$ cat src/rtl/accel_pkg.sv
// Shared types and constants for the accelerator command path.
// Holds the decoded command struct carried from decoder to dispatcher to
// the unit broadcast bus, the dispatcher FSM state type and small helpers.
package accel_pkg;

  localparam int unsigned UNIT_COUNT          = 256;
  localparam int unsigned STALL_LIMIT_DEFAULT = 1024;
  localparam int unsigned UNIT_ID_W           = 8;
  localparam int unsigned ADDR_W              = 32;
  localparam int unsigned SIZE_W              = 16;

  typedef enum logic [2:0] {
    OP_NOP     = 3'd0,
    OP_LOAD    = 3'd1,
    OP_STORE   = 3'd2,
    OP_COPY    = 3'd3,
    OP_ADD_VEC = 3'd4,
    OP_MUL_VEC = 3'd5
  } op_e;

  typedef enum logic [1:0] {
    COMP_INT  = 2'd0,
    COMP_FP16 = 2'd1,
    COMP_FP32 = 2'd2,
    COMP_BF16 = 2'd3
  } comp_e;

  typedef struct packed {
    logic [UNIT_ID_W-1:0] unit_id;
    logic [UNIT_ID_W-1:0] src_unit_id;
    op_e                  op_code;
    comp_e                comp_type;
    logic [ADDR_W-1:0]    addr;
    logic                 valid;
    logic [SIZE_W-1:0]    size;
  } decoded_ctrl_t;

  typedef enum logic [1:0] {
    IDLE   = 2'd0,
    HAZARD = 2'd1,
    ISSUE  = 2'd2
  } disp_state_e;

  // Ops that read a second unit's result and so must wait on it too.
  function automatic logic reads_src(input op_e op);
    return (op == OP_COPY) || (op == OP_ADD_VEC);
  endfunction

  function automatic logic id_in_range(input logic [UNIT_ID_W-1:0] id, input int unsigned n);
    return 32'(id) < n;
  endfunction

endpackage

$ cat src/rtl/accel_scoreboard.sv
// Per-unit busy scoreboard with a running busy count.
//   clk_i, rst_ni    clock, async active-low reset
//   flush_i          synchronous clear of all bits and the count
//   set_i/set_id_i   mark one unit busy (wins over a same-cycle clear)
//   clr_i            completion pulses, one bit per unit
//   chk_a/b_id_i     ids to test; busy_a/b_o see same-cycle clears (bypass)
//   cnt_o            registered popcount of the scoreboard
module accel_scoreboard
  import accel_pkg::*;
#(
  parameter int unsigned NumUnits = UNIT_COUNT,
  parameter int unsigned CntW     = $clog2(NumUnits) + 1
) (
  input  logic                 clk_i,
  input  logic                 rst_ni,
  input  logic                 flush_i,
  input  logic                 set_i,
  input  logic [UNIT_ID_W-1:0] set_id_i,
  input  logic [NumUnits-1:0]  clr_i,
  input  logic [UNIT_ID_W-1:0] chk_a_id_i,
  input  logic [UNIT_ID_W-1:0] chk_b_id_i,
  output logic                 busy_a_o,
  output logic                 busy_b_o,
  output logic [CntW-1:0]      cnt_o
);

  localparam int unsigned IdxW = (NumUnits > 1) ? $clog2(NumUnits) : 1;

  logic [NumUnits-1:0] sb_q, sb_d;
  logic [CntW-1:0]     cnt_q, cnt_d;
  logic [NumUnits-1:0] set_mask;
  logic [NumUnits-1:0] clr_eff;
  logic [CntW-1:0]     n_clr;
  logic                set_inc;

  always_comb begin
    set_mask = '0;
    if (set_i && id_in_range(set_id_i, NumUnits)) begin
      set_mask[set_id_i[IdxW-1:0]] = 1'b1;
    end
    // Done on an idle unit is ignored; a same-cycle set overrides the clear.
    clr_eff = clr_i & sb_q & ~set_mask;
    set_inc = |(set_mask & ~sb_q);
    n_clr   = '0;
    for (int i = 0; i < int'(NumUnits); i++) begin
      n_clr = n_clr + CntW'(clr_eff[i]);
    end
    sb_d  = (sb_q & ~clr_i) | set_mask;
    cnt_d = cnt_q + CntW'(set_inc) - n_clr;
    if (flush_i) begin
      sb_d  = '0;
      cnt_d = '0;
    end
  end

  always_ff @(posedge clk_i or negedge rst_ni) begin
    if (!rst_ni) begin
      sb_q  <= '0;
      cnt_q <= '0;
    end else begin
      sb_q  <= sb_d;
      cnt_q <= cnt_d;
    end
  end

  always_comb begin
    busy_a_o = id_in_range(chk_a_id_i, NumUnits) && sb_q[chk_a_id_i[IdxW-1:0]]
               && !clr_i[chk_a_id_i[IdxW-1:0]];
    busy_b_o = id_in_range(chk_b_id_i, NumUnits) && sb_q[chk_b_id_i[IdxW-1:0]]
               && !clr_i[chk_b_id_i[IdxW-1:0]];
  end

  assign cnt_o = cnt_q;

endmodule

$ cat src/rtl/accel_dispatcher.sv
// Command dispatcher: holds one decoded command, waits until its destination
// (and, for COPY/ADD_VEC, its source) unit is free, then broadcasts it.
//   cmd_valid/cmd_ready/cmd_ctrl   decoded command input
//   iss_valid/iss_ready/iss_ctrl   issue bus output
//   unit_done                      per-unit completion pulses
//   flush                          synchronous abort of all state
//   idle, busy_cnt, stall_err      status
module accel_dispatcher
  import accel_pkg::*;
#(
  parameter int unsigned NUM_UNITS   = UNIT_COUNT,
  parameter int unsigned STALL_LIMIT = STALL_LIMIT_DEFAULT,
  localparam int unsigned CntW       = $clog2(NUM_UNITS) + 1
) (
  input  logic                 clk,
  input  logic                 rst_n,
  input  logic                 cmd_valid,
  output logic                 cmd_ready,
  input  decoded_ctrl_t        cmd_ctrl,
  output logic                 iss_valid,
  input  logic                 iss_ready,
  output decoded_ctrl_t        iss_ctrl,
  input  logic [NUM_UNITS-1:0] unit_done,
  input  logic                 flush,
  output logic                 idle,
  output logic [CntW-1:0]      busy_cnt,
  output logic                 stall_err
);

  localparam int unsigned StallW = $clog2(STALL_LIMIT + 1);

  disp_state_e       state_q, state_d;
  decoded_ctrl_t     cmd_q, cmd_d;
  logic [StallW-1:0] stall_cnt_q, stall_cnt_d;
  logic              stall_err_q, stall_err_d;

  logic sb_set;
  logic busy_dst, busy_src;
  logic uses_src;
  logic ids_ok;
  logic hazard;

  accel_scoreboard #(
    .NumUnits (NUM_UNITS),
    .CntW     (CntW)
  ) u_scoreboard (
    .clk_i      (clk),
    .rst_ni     (rst_n),
    .flush_i    (flush),
    .set_i      (sb_set),
    .set_id_i   (cmd_q.unit_id),
    .clr_i      (unit_done),
    .chk_a_id_i (cmd_q.unit_id),
    .chk_b_id_i (cmd_q.src_unit_id),
    .busy_a_o   (busy_dst),
    .busy_b_o   (busy_src),
    .cnt_o      (busy_cnt)
  );

  always_comb begin
    uses_src = reads_src(cmd_q.op_code);
    // The source id only matters for ops that actually read it.
    ids_ok   = id_in_range(cmd_q.unit_id, NUM_UNITS) &&
               (!uses_src || id_in_range(cmd_q.src_unit_id, NUM_UNITS));
    hazard   = busy_dst || (uses_src && busy_src);
  end

  always_comb begin
    state_d     = state_q;
    cmd_d       = cmd_q;
    stall_cnt_d = stall_cnt_q;
    stall_err_d = stall_err_q;
    sb_set      = 1'b0;
    cmd_ready   = (state_q == IDLE);
    iss_valid   = (state_q == ISSUE);

    unique case (state_q)
      IDLE: begin
        if (cmd_valid && cmd_ctrl.valid && (cmd_ctrl.op_code != OP_NOP)) begin
          cmd_d   = cmd_ctrl;
          state_d = HAZARD;
        end
      end
      HAZARD: begin
        if (!ids_ok) begin
          state_d     = IDLE;
          stall_cnt_d = '0;
        end else if (hazard) begin
          if (stall_cnt_q != StallW'(STALL_LIMIT)) begin
            stall_cnt_d = stall_cnt_q + 1'b1;
          end
          if (stall_cnt_d == StallW'(STALL_LIMIT)) begin
            stall_err_d = 1'b1;
          end
        end else begin
          state_d     = ISSUE;
          stall_cnt_d = '0;
        end
      end
      ISSUE: begin
        if (iss_ready) begin
          sb_set  = 1'b1;
          state_d = IDLE;
        end
      end
      default: state_d = IDLE;
    endcase

    if (flush) begin
      state_d     = IDLE;
      cmd_d       = '0;
      stall_cnt_d = '0;
      stall_err_d = 1'b0;
    end
  end

  always_ff @(posedge clk or negedge rst_n) begin
    if (!rst_n) begin
      state_q     <= IDLE;
      cmd_q       <= '0;
      stall_cnt_q <= '0;
      stall_err_q <= 1'b0;
    end else begin
      state_q     <= state_d;
      cmd_q       <= cmd_d;
      stall_cnt_q <= stall_cnt_d;
      stall_err_q <= stall_err_d;
    end
  end

  assign iss_ctrl  = cmd_q;
  assign stall_err = stall_err_q;
  assign idle      = (state_q == IDLE) && (busy_cnt == '0);

endmodule
$ cat config.mk
export PLATFORM = sky130hd
export DESIGN_NAME = accel_dispatcher
export DESIGN_NICKNAME = d
export VERILOG_FILES = /design/src/rtl/accel_pkg.sv /design/src/rtl/accel_scoreboard.sv /design/src/rtl/accel_dispatcher.sv
export SDC_FILE = /design/constraint.sdc
export NUM_CORES = 2
export LEC_CHECK = 0
export CELL_PAD_IN_SITES_DETAIL_PLACEMENT = 0
export CELL_PAD_IN_SITES_GLOBAL_PLACEMENT = 1
export CORE_MARGIN = 2
export CORE_UTILIZATION = 40
export DETAILED_ROUTE_END_ITERATION = 6
export PLACE_DENSITY_LB_ADDON = 0.05
export SYNTH_ARGS = -nofsm -noshare
export SYNTH_HDL_FRONTEND = slang
export SYNTH_SLANG_ARGS = --single-unit
$ cat constraint.sdc
create_clock -name clk -period 26.3 [get_ports clk]
set_input_delay 3.945 -clock clk [delete_from_list [all_inputs] [get_ports clk]]
set_output_delay 3.945 -clock clk [all_outputs]
set_load 0.01 [all_outputs]
== After elaboration in Yosys (flattened, before gate mapping) ==
Cells that the tools add are included.
Word-level totals
  bits in registers: 349
  input bits: 331
  output and inout bits: 83
  logic and storage cells: 346
Operators by class
  $add $sub $neg: 258
  magnitude comparators: 3
  eq/ne operators: 9
  mux-type cells: 33
  bitwise logic cells: 8
  reduce and logical (&&, ||, !) cells: 23
Operators with widths (number)
  $add A9 B1 Y9: 255
  $and A256 B256 Y256: 4
  $not A256 Y256: 3
  $mux W256: 2
  $or A256 B256 Y256: 1
  $reduce_or A256 Y1: 1
  $mux W70: 3
  $mux W11: 6
  $bmux W1 S8: 4
  $lt A8 B9 Y1 const B: 2
  $add A11 B1 Y11 const B: 1
  $eq A11 B11 Y1 const B: 1
  $mux W1: 11
  $ne A11 B11 Y1 const B: 1
  $reduce_bool A2 Y1: 5
  $logic_not A9 Y1: 1
  $mux W9: 1
  $sub A9 B9 Y9: 1
  $demux W1 S8: 1
  $ge A8 B1 Y1 const B: 1
  $mux W2: 4
  $logic_and A1 B1 Y1: 7
  $ne A3 B1 Y1 const B: 2
  $pmux W2 S3: 1
  other kinds (12): 15

== Longest topological paths before layout ==
  depth in word-level cells: 264
  mapped depth: 44
  gate-level depth less buffers: 38

== Hierarchy ==
Synthesis repeated with hierarchy kept, for this count alone.
Second synthesis, totals
  cell total of the unflattened synthesis: 3615
  area, all modules: 32667.6 um^2
Modules (own cells, without submodules)
  accel_scoreboard: times used 1, cells each 3193, area each 28946.5 um^2, sequential area each 6631.4 um^2
  accel_dispatcher: times used 1, cells each 422, area each 3721.1 um^2, sequential area each 2102.0 um^2

== Worst setup path before layout ==
No wires, ideal clock.
  path kind: input to register
  start: in iss_ready
  end: reg u_scoreboard.cnt_q[8], in the netlist u_scoreboard.cnt_o[8]
  setup time: 0.132 ns
  arrival time: 12.850 ns
  slack: 13.318 ns
  stages: 32
  path through: and2_1 -> clkbuf_1 -> nand2_1 -> nor3_1 -> clkbuf_1 -> nand2_1 -> and3_1 -> fa_1 -> inv_1 -> ha_1 -> fa_1 -> fa_1 -> fa_1 -> fa_1 -> inv_1 -> fa_1 -> fa_1 -> inv_1 -> fa_1 -> fa_1 -> fa_1 -> fa_1 -> inv_1 -> fa_1 -> inv_1 -> ha_1 -> a21o_1 -> a21oi_1 -> o21bai_1 -> a21oi_1 -> xnor2_1 -> nor2_1
On the way
  longest elaborated chain between the ends: 262
  elaborated cells on any way between the ends: 265
RTL lines
  start: declaration: line accel_dispatcher.sv:21  | input logic iss_ready,
  $mux W1 (*): line accel_dispatcher.sv:101  | if (iss_ready) begin
  $mux W1 (*): line accel_dispatcher.sv:77  | unique case (state_q)
  $mux W256 (*): line accel_scoreboard.sv:38  | if (set_i && id_in_range(set_id_i, NumUnits)) begin
  $not A256 Y256: line accel_scoreboard.sv:42  | clr_eff = clr_i & sb_q & ~set_mask;
  $and A256 B256 Y256: line accel_scoreboard.sv:42
  $add A1 B1 Y2: line accel_scoreboard.sv:46  | n_clr = n_clr + CntW'(clr_eff[i]);
  $add A9 B1 Y9 (254 in series): line accel_scoreboard.sv:46
  $sub A9 B9 Y9 (*): line accel_scoreboard.sv:49  | cnt_d = cnt_q + CntW'(set_inc) - n_clr;
  $mux W9 (*): line accel_scoreboard.sv:50  | if (flush_i) begin
  via u_scoreboard.cnt_d[8]: line accel_scoreboard.sv:30  | logic [CntW-1:0] cnt_q, cnt_d;
  end signal: assignment: line accel_scoreboard.sv:62  | cnt_q <= cnt_d;
  end: declaration: line accel_scoreboard.sv:30
Mark *: on every way through the listed nets, which the timed path passes. The rest lies on a longest branch.
A chain may end at the register's enable or synchronous reset.

== Worst setup path after layout ==
Ends and elaborated chain as after synthesis.

==> flow_summary.yaml <==
sta:
  final.min_clock_period_ns: 14.78
  tns_ns: 0
  setup_slack_ns: 11.52
  slew-limit-headroom: 0.0611
  fin_crit_sh: 0.562
  finalHoldViolCount: 0
  skew_ns: 0.0243
  setup_viol: 0
  worstMarginPinSlew_ns: 1.40
  rsz0062_at_grt: "no"
  drv_slew: 0
  max_freq_mhz: 67.7
critical_path:
  crit_type: "in -> reg"
  crit_fanout: 12
  crit_top_cell: "fa_1"
  required_ns: 26.77
  cp-start-kind: "input pin"
  crit_arrival_ns: 15.25
  endpoint_kind: "flop"
  slowest_stage: "nor2_2"
  critical_path.max_stage_delay_ns: 1.00
global_route:
  antenna_found_initial: 9
  grt_remaining_overflow: 0
  grt_first_pass_wirelength_um: 257000
  grt.total_usage: 0.425
  grt_pass1_vias: 32700
  grt_max_degree: 88
route:
  vias: 32900
  ant_nets: 0
  wire_per_inst_um: 35.8
  drt_wl_total_um: 187000
  drt_iter0_markers: 4490
  route.detailed.drc: 0
  vias_per_cell: 6.32
  dr.pass1.iters: 6
logic_synthesis:
  async_reset_ff_frac: 1.00
  synth.distinct_cells: 75
  yosysWarnings: 0
  ys_ff_latch: 349
  synth_edf_count: 0
  syn_area_per_cell_sq_um: 9.28
  syn_inst: 3670
  synthTopCellsByArea: "dfrtp_1, fa_1, mux4_2, ha_1, a21oi_1"
  synth_top_cell_by_area: "dfrtp_1"
  synth.top_cell.area_share: 0.256
  ys.flop_type: "dfrtp_1"
  yosysSeqAreaShare: 0.256
  synth_nets: 4486
  synth_commonest_cells: "nand2_1, inv_1, a21oi_1, dfrtp_1, nand2b_1"
  yosysMostFrequentCell: "nand2_1"
  synth_area_sq_um: 34100
cts:
  cts_buffers: 48
  cts_root_buffer: "clkbuf_16"
  cts_tree: "built"
  clkSinkCount: 349
  post_cts_buffers: 0
  cts_resized: 0
  cts_max_path_buffers: 3
  clkTransAtPathRegs_ns: 0.06
  clock_latency_ns: 0.64
  ctsHoldBuffers: 0
  ctsHtreeMaxLevel: 2
die:
  std_cell_rows: 107
  die_width_um: 296
  io_pins: 414
  start_util: 0.402
  core_area_sq_um: 84700
  die_h_um: 296
  die_area_sq_um: 87500
placement:
  globalplace.congestion: 1.08
  hpwl_um: 144000
  portBuffers: 413
  place_ws_ns: 11.25
  post_dp_cell_area_sq_um: 39500
hold_path:
  hold_path.class: "reg -> reg"
pwr:
  p_per_area_nw_per_um2: 41.7
  leakagePower_nw: 17.7
  ir_drop_uv: 117
outcome:
  status: "completed"
run:
  cap_violations: 0
layout:
  final_util: 0.485
  finalInstanceArea_sq_um: 41100
  fin_nets: 4841
  drive_above_1_share: 0.0874
  syn2layout_area_growth_pct: 20.7
## path summary, 6_finish.rpt
check                                         to             from  slack [ns]  cells past startpoint
setup reg to reg           u_scoreboard.cnt_o[8]     iss_ctrl[63]       14.71                     32
hold / removal                   stall_cnt_q[10]  stall_cnt_q[10]        0.51                      1
setup / recovery           u_scoreboard.cnt_o[8]        iss_ready       11.52                     33
hold reg to reg                  stall_cnt_q[10]  stall_cnt_q[10]        0.51                      1
min in group asynchronous         stall_cnt_q[4]            rst_n        3.25                      1
max in group asynchronous  u_scoreboard.cnt_o[1]            rst_n       20.95                      3
## kinds of logic after synthesis
logic type      after synthesis  share of synthesized area
simple gates               1266                      0.190
buf+inv                     612                     0.0705
fa+ha+maj                   485                      0.234
xor+xnor                      9                    0.00231
flops                       349                      0.256
mux                         258                      0.125
compound gates              691                      0.122
## cells in the final DEF, fill, tap and decap left out, types with 6 or more instances in the layout
cell             Yosys  layout
inv_1              415     415
nand3_1            124     124
clkinv_2             0       7
a221oi_2             7       7
nand2_1            481     481
clkdlybuf4s50_1      0     411
a22o_1               6       6
nor4_1              11      11
diode_2              0       6
clkbuf_8             0      10
nand2b_1           279     279
a22oi_1             55      55
o21ai_0             43      43
o211ai_1             9       9
buf_4               15      86
nor2b_1             22      20
a21o_1              11      11
and3_1             187     187
nor3_1              19      15
or2_2               13      13
o22ai_1            129     129
clkbuf_1           121      14
fa_1               251     251
mux4_2             133     133
clkbuf_16            0      48
nand3b_1             8       8
nor2_1              64      50
nand4_1             18      18
dfrtp_1            349     342
a21oi_1            362     362
and2_1               6       6
or3_1                6       6
a211oi_1             6       6
nor2_2               0      13
ha_1               234     234
a2111oi_0            9       9
a221oi_1            12      12
mux2i_1            122     122
## through the flow
stage,hold slack [ns],cells,power (W)
after floorplan,0.473,3670,0.000835
after global placement,0.483,5119,0.00104
after detailed placement,0.498,5119,0.00104
after CTS,0.510,5205,0.00172
after global routing,0.537,5206,0.00178
final,0.507,5211,0.00171
## layer usage
layer / vias to the layer above / routed length [um] / GRT usage
li1: 13500 / - / -
met1: 16400 / 71800 / 0.553
met2: 2338 / 79000 / 0.619
met3: 632 / 22100 / 0.131
met4: 6 / 13900 / 0.253
met5: - / 89 / 0.00831
## registers in the layout, indices dropped and copies added, names as in the netlist
signal,count
stall_cnt_q,11
iss_ctrl,70
u_scoreboard.cnt_o,9
stall_err,1
u_scoreboard.sb_q,256
state_q,2
## power breakdown
part	internal, W	total, W	leakage (nW)	switching (W)
registers	0.000550	0.000566	4.84	0.0000161
logic	0.000208	0.000469	12.1	0.000261
clock network	0.000385	0.000679	0.761	0.000294
total	0.00114	0.00171	17.7	0.000571
## layout make-up
cell class	instances	area (sq um)
antenna	6	15.0
inverter	418	1570
sequential	349	8750
clock buffer	72	1390
clock inverter	14	156
multi-input combinational	2709	23000
fill	8252	43600
timing repair buffer	499	4790
tap	1144	1430
## critical path: cells and delay by family
family	cells	cell delay (ns)
xor+xnor	1	0.14
fa+ha+maj	14	6.45
buf+inv	8	1.07
simple gates	6	2.99
compound gates	4	0.65
Power figures use the tool's default switching activity.
